$ cat config.mk
export PLATFORM = sky130hd
export DESIGN_NAME = reg_write_arbiter
export DESIGN_NICKNAME = d
export VERILOG_FILES = /design/src/rtl/cpu_pkg.sv /design/src/rtl/rr_picker.sv /design/src/rtl/reg_write_arbiter.sv
export SDC_FILE = /design/constraint.sdc
export NUM_CORES = 1
export LEC_CHECK = 0
export BUFFER_PORTS_ARGS = -buffer_cell sky130_fd_sc_hd__buf_2
export CAP_MARGIN = 10
export CORE_MARGIN = 3
export CORE_UTILIZATION = 45
export CTS_CLUSTER_DIAMETER = 150
export DETAILED_ROUTE_END_ITERATION = 8
export PLACE_DENSITY = 0.86
export SYNTH_ARGS = -nofsm -noshare
export SYNTH_HDL_FRONTEND = slang
export SYNTH_HIERARCHICAL = 1
export SYNTH_SLANG_ARGS = --single-unit
$ cat constraint.sdc
create_clock -name CLK -period 2.8 [get_ports CLK]
set_clock_uncertainty 0.15 [all_clocks]
set_input_delay 0 -clock CLK [delete_from_list [all_inputs] [get_ports CLK]]
set_output_delay 0 -clock CLK [all_outputs]
set_load 0.02 [all_outputs]
$ cat src/rtl/cpu_pkg.sv
// cpu_pkg: shared CPU constants, write-back requester indices and write-port state type
package cpu_pkg;
   localparam int NUM_REGS = 4;
   localparam int REG_SEL_W = 2;
   localparam int DATA_WIDTH = 8;
   localparam int REQ_ALU = 0;
   localparam int REQ_MEM = 1;
   localparam int REQ_IMM = 2;
   typedef enum logic {IDLE, WRITE} wr_state_t;
endpackage

$ cat src/rtl/rr_picker.sv
// rr_picker: combinational round-robin pick of the first requester after last, with wrap-around
module rr_picker #(
   parameter int N = 3,
   parameter int W = $clog2(N)
) (
   input  logic [N-1:0] req,
   input  logic [W-1:0] last,
   output logic [N-1:0] grant,
   output logic [W-1:0] idx,
   output logic         valid
);
   logic [W-1:0] i;
   // walk from the farthest candidate to the nearest so the nearest hit is the one that sticks
   always_comb begin
      grant = '0;
      idx = '0;
      valid = 1'b0;
      i = '0;
      for (int k = N; k >= 1; k--) begin
         i = W'((int'(last) + k) % N);
         if (req[i]) begin
            grant = '0;
            grant[i] = 1'b1;
            idx = i;
            valid = 1'b1;
         end
      end
   end
endmodule

$ cat src/rtl/reg_write_arbiter.sv
// reg_write_arbiter: round-robin share of the register-file write port among write-back sources.
// Define REG_WRITE_ARBITER_STATS_EN to add the saturating CONTENTION_COUNT output.
module reg_write_arbiter #(
   parameter int NUM_REQ = 3,
   parameter int DATA_WIDTH = cpu_pkg::DATA_WIDTH,
   parameter int REG_SEL_W = cpu_pkg::REG_SEL_W
) (
   input  logic                          CLK,
   input  logic                          RST,
   input  logic                          HOLD,
   input  logic [NUM_REQ-1:0]            REQ,
   input  logic [NUM_REQ*REG_SEL_W-1:0]  REQ_DST,
   input  logic [NUM_REQ*DATA_WIDTH-1:0] REQ_DATA,
   output logic [NUM_REQ-1:0]            GRANT,
   output logic [REG_SEL_W-1:0]          DST_SELECTION,
   output logic                          LOAD_DST,
   output logic [DATA_WIDTH-1:0]         WRITE_DATA
`ifdef REG_WRITE_ARBITER_STATS_EN
   ,
   output logic [7:0]                    CONTENTION_COUNT
`endif
);
   import cpu_pkg::*;
   localparam int PW = $clog2(NUM_REQ);
   logic [NUM_REQ-1:0] pick;
   logic [PW-1:0] pick_idx, last_q;
   logic pick_valid, gnt;
   wr_state_t state_q, state_d;
   rr_picker #(.N(NUM_REQ), .W(PW)) u_pick (
      .req(REQ),
      .last(last_q),
      .grant(pick),
      .idx(pick_idx),
      .valid(pick_valid)
   );
   assign gnt = pick_valid & ~HOLD & ~RST;
   assign GRANT = gnt ? pick : '0;
   always_comb begin
      state_d = gnt ? WRITE : IDLE;
      LOAD_DST = (state_q == WRITE);
   end
   always_ff @(posedge CLK or posedge RST) begin
      if (RST) begin
         state_q <= IDLE;
         last_q <= PW'(NUM_REQ - 1);
         DST_SELECTION <= '0;
         WRITE_DATA <= '0;
      end else begin
         state_q <= state_d;
         if (gnt) begin
            last_q <= pick_idx;
            DST_SELECTION <= REQ_DST[pick_idx*REG_SEL_W +: REG_SEL_W];
            WRITE_DATA <= REQ_DATA[pick_idx*DATA_WIDTH +: DATA_WIDTH];
         end
      end
   end
`ifdef REG_WRITE_ARBITER_STATS_EN
   logic contended;
   assign contended = ~HOLD && ($countones(REQ) >= 2);
   always_ff @(posedge CLK or posedge RST) begin
      if (RST) CONTENTION_COUNT <= '0;
      else if (contended && CONTENTION_COUNT != 8'hFF) CONTENTION_COUNT <= CONTENTION_COUNT + 8'd1;
   end
`endif
endmodule

[Word level (Yosys, flattened, before mapping)]
Cells that the tools add are included.
Cells by class
  reductions and logical operators: 3
  bitwise gates (word level): 4
  shift-type cells: 2
  $add $sub $neg: 3
  mux-type cells: 23
  order comparisons: 6
  divide/modulo/power cells: 3
Operator list (number)
  remainder unit 32 x 3 -> 32 bit (second input constant): 3
  indexed part select 24 x 6 -> 8 bit: 1
  two-way mux 3 bit: 4
  two-way mux 1 bit: 10
  < comparator 2 x 3 -> 1 bit (second input constant): 3
  adder 2 x 2 -> 3 bit (second input constant): 2
  binary-select mux 1 bit (select 2 bit): 3
  demux 1 bit (select 2 bit): 3
  greater-or-equal comparator 2 x 1 -> 1 bit (second input constant): 3
  two-way mux 2 bit: 3
  indexed part select 6 x 4 -> 2 bit: 1
  adder 2 x 1 -> 3 bit (second input constant): 1
  logical AND 1 bit: 3
  AND 1 bit: 2
  inverter 1 bit: 2
Word-level totals
  output and inout bits: 14
  input bits: 36
  logic and storage cells: 48
  register bits after elaboration: 13

[Longest topological paths before layout]
  word-level depth: 10
  depth in mapped cells: 11
  depth with buffers taken out: 9

[Modules after synthesis]
The synthesis kept the hierarchy.
By module, submodules not included
  reg_write_arbiter: seq. area each 326.6 um^2, area each 732.0 um^2, instances 1, cells each 76
  rr_picker: seq. area each 0.0 um^2, area each 295.3 um^2, instances 1, cells each 41

[Worst setup path after synthesis]
No wires, ideal clock.
  path type: reg-to-reg
  from: register last_q[1]
  to: register DST_SELECTION[0]
  setup time: 130 ps
  slack: 425 ps
  stages on the path, launching flop included: 11
  period minus slack after synthesis: 2375 ps
  data arrival time: 2095 ps
  data required time: 2520 ps
  path buffers: 2
  path through: dfstp_2 ha_1 buf_2 nand3b_1 o21ai_2 o21bai_1 o2bb2a_1 and2b_2 clkbuf_2 nand2_1 a31oi_1
On the way
  elaborated cells on any way between the ends: 21
RTL lines
  from (decl): RTL line reg_write_arbiter.sv:26  | logic [PW-1:0] pick_idx, last_q;
  from (signal assigned): RTL line reg_write_arbiter.sv:45  | last_q <= PW'(NUM_REQ - 1);
  from (signal assigned): RTL line reg_write_arbiter.sv:51  | last_q <= pick_idx;
  adder 2 x 2 -> 3 bit: RTL line rr_picker.sv:20  | i = W'((int'(last) + k) % N);
  remainder unit 32 x 3 -> 32 bit: RTL line rr_picker.sv:20
  binary-select mux 1 bit (select 2 bit): RTL line rr_picker.sv:21  | if (req[i]) begin
  two-way mux 1 bit (not written as such): RTL line rr_picker.sv:21
  two-way mux 2 bit (2 in series): RTL line rr_picker.sv:21
  two-way mux 2 bit *: RTL line rr_picker.sv:21
  named net pick_idx[0]: RTL line reg_write_arbiter.sv:26
  indexed part select 6 x 4 -> 2 bit *: RTL line reg_write_arbiter.sv:52  | DST_SELECTION <= REQ_DST[pick_idx*REG_SEL_W +: REG_SEL_W];
  to (signal assigned): RTL line reg_write_arbiter.sv:52
  to (decl): RTL line reg_write_arbiter.sv:15  | output logic [REG_SEL_W-1:0] DST_SELECTION,
The timed path passes the listed nets; every way through them passes the cells marked *. The select of a mux whose other input is x is not followed.
A chain may end at the register's enable or synchronous reset.

[Worst setup path in the final report]
Same ends and word-level chain as after synthesis.

==> results.json <==
{
  "core_area_um2": 2060,
  "dp_cells": 190,
  "fp.dieArea_um2": 2890,
  "dr_total_vias": 1093,
  "clk_latency_ns": 0.27,
  "rsz0062_at_grt": "false",
  "slew_headroom_pct": 67.2,
  "grt_overflow": 0,
  "ys_warn_count": 6,
  "reg2reg_depth": 10,
  "final_cell_mix": "buf_2 (49), dlygate4sd3_1 (15), mux2i_1 (14)",
  "cp_max_fo": 7,
  "clockRootBuffer": "clkbuf_4",
  "crit_type": "reg2reg",
  "r2r-end": "DST_SELECTION[0]",
  "critPathBufInv": 2,
  "dr.pass1.iters": 4,
  "setup_violations": 0,
  "grt_max_degree": 22,
  "cp-startpoint": "last_q[1]",
  "ff_latch_area_um2": 327,
  "fin_total_pwr_uw": 1490,
  "yosysSeqAreaShare_pct": 31.8,
  "multiInputGateArea_um2": 644,
  "via_per_inst": 5.23,
  "clock-sinks": 13,
  "wl_per_cell_um": 14.0,
  "crit_required_ns": 2.83,
  "grt_pass1_wl_mm": 4.75,
  "utilization_pct": 72.0,
  "slew_violations": 0,
  "crit-reg2reg-launch": "last_q[1]",
  "clk_path_buf_depth": 2,
  "layout_commonest_cell": "buf_2",
  "period_needed_ns": 2.68,
  "syn_nets": 157,
  "grt_pass1_vias": 1149,
  "yosysUniqueCellTypes": 31,
  "p_leak_uw": 0.000691,
  "worstPathCellList": "inv_1, ha_1, mux2i_1, o21ai_2, o21bai_1, o2bb2a_2, buf_12, mux2i_1, or2_0, a31oi_1",
  "r2r_setup_slack_ns": 0.12,
  "areaGrowthSynthToFinish_pct": 44.5,
  "synth_seq_cells": 13,
  "period_share_pct": 95.8,
  "io_buffers": 49,
  "finalSetupTns_ns": 0,
  "cap_violations": 0,
  "path_clk_slew_ns": 0.08,
  "layout-drive-gt1-share_pct": 35.7,
  "die_h_um": 53.8,
  "drtIter0Drc": 40,
  "grt_use_total_pct": 22.6,
  "cts_tree": "done",
  "syn_area_um2": 1030,
  "pin_count": 50,
  "cpPeakStageDelay_ns": 0.56,
  "place_congestion": 0.868,
  "worst_pin_slew_ns": 0.491,
  "rows": 16,
  "syn_area_per_cell_um2": 8.78,
  "holdWs_ns": 0.00639,
  "status": "completed",
  "vdd.ir_drop.worst_mv": 0.663,
  "syn_inst": 117,
  "die_w_um": 53.8,
  "max_freq_ghz": 0.373,
  "critPathCapture": "DST_SELECTION[0]",
  "path_depth": 10,
  "cpMostUsedCell": "mux2i_1",
  "critPathLaunchType": "register",
  "nNetsFinal": 223,
  "hpwl_mm": 2.01,
  "htree_levels": 1,
  "critPathSlowestCell": "dfstp_2",
  "wl_mm": 2.94,
  "fin_cells": 209,
  "diodes": 0,
  "hold_violations": 0,
  "start_util_pct": 49.8,
  "endpoint_kind": "register",
  "ant_nets": 0,
  "drc": 0,
  "cts_buffers": 3,
  "post_cts.repair.setup_buffers": 0,
  "critPathArrivalTime_ns": 2.72,
  "power_density_nw_per_um2": 1000,
  "cp_top_family": "compound AO/OA/AOI/OAI gates",
  "antenna_found_initial": 0,
  "fill_cells": 152,
  "hp-class": "in2reg"
}
==> routing by layer <==
layer	track usage, %	up-vias	share of wire (%)
met5	0	-	0
met1	25.5	498	39
li1	-	535	-
met3	4.16	2	8.9
met4	8.94	0	0.31
met2	41.3	58	52
==> report_power, final <==
group          total [µW]  switching, µW  leakage (µW)  internal, µW
Combinational        1040            561      0.000529           479
Sequential            332           53.5      0.000148           279
Clock                 115           59.9     0.0000150          55.2
Total                1490            674      0.000691           813
==> logic make-up (layout without fill, tap and decap cells) <==
group                      Yosys count  count (layout)  share of synthesized area, %
AOI/OAI and AO/OA                   25              25                          16.6
muxes                               17              17                          16.9
DFF                                 13              13                          31.8
adders and majority gates            4               4                          4.87
and+or+nand+nor                     46              46                          24.0
buffers and inverters               12              77                          5.85
==> worst register-to-register path: cells and delay by family (launching register included) <==
| kind | cells | cell delay (ns) |
|---|---|---|
| AO/OA/AOI/OAI | 4 | 0.91 |
| flip-flops | 1 | 0.56 |
| adder cells (fa/ha/maj) | 1 | 0.26 |
| multiplexers | 2 | 0.26 |
| buffers and inverters | 2 | 0.23 |
| AND/OR/NAND/NOR | 1 | 0.22 |
==> registers in the layout, summed over array words and instances (netlist names) <==
signal	cells
WRITE_DATA	8
DST_SELECTION	2
last_q	2
LOAD_DST	1
==> cells in the mapped netlist <==
cell      count  area share (%)
o21a_1        2             1.5
o21bai_1      1            0.73
a21oi_1       2            0.97
clkbuf_2      1            0.49
and2_1        3             1.8
o21ai_0       2            0.97
nor3b_4       1             1.8
ha_1          4             4.9
or2_0         9             5.5
clkbuf_1      1            0.37
nand3b_1      4             2.9
or2_2         1            0.61
dfrtp_1      12              29
o22ai_1       1            0.61
dfstp_2       1             2.6
o31ai_1       2             1.5
a211o_1       1            0.85
nand2b_1      2             1.2
buf_4         1            0.73
o2bb2a_1      2             1.9
o21ai_2       1            0.85
mux2i_1      14              14
inv_1         6             2.2
a31oi_1      11             6.7
nor2_1       12             4.4
buf_2         2            0.97
nand2_1      12             4.4
buf_6         1             1.1
and2b_2       1            0.85
nor3_1        1            0.49
mux2_2        3             3.3
==> worst min path at each step <==
stage	startpoint	end	slack, ns	cells past startpoint
2_1_floorplan	RST	DST_SELECTION[0]	-0.27	1
3_3_place_gp	RST	LOAD_DST	-0.07	2
3_5_place_dp	RST	LOAD_DST	-0.06	2
4_1_cts	REQ_DATA[14]	WRITE_DATA[6]	0.002	4
5_1_grt	REQ_DATA[1]	WRITE_DATA[1]	0.02	4
6_report	REQ_DATA[7]	WRITE_DATA[7]	0.006	4
==> metrics by stage <==
stage	setup slack, ns	area (µm²)
after detailed placement	0.0607	1300
after CTS	0.0650	1480
after global placement	0.234	1300
final	0.117	1480
after global routing	0.00672	1480
after floorplan	0.425	1030
==> cell type report <==
type	instances	area share [%]
multi-input cells	92	43.4
flip-flops and latches	13	22.0
well taps	27	2.28
inverters	6	1.52
clock buffers	4	1.77
repair buffers	67	29.0
==> what timing repair did <==
item | in CTS | in global routing
hold endpoints to repair | 26 | 0
setup endpoints to repair | 0 | 10
hold buffers | 15 | 0
resized for setup | 0 | 2
Power figures use the tool's default switching activity.
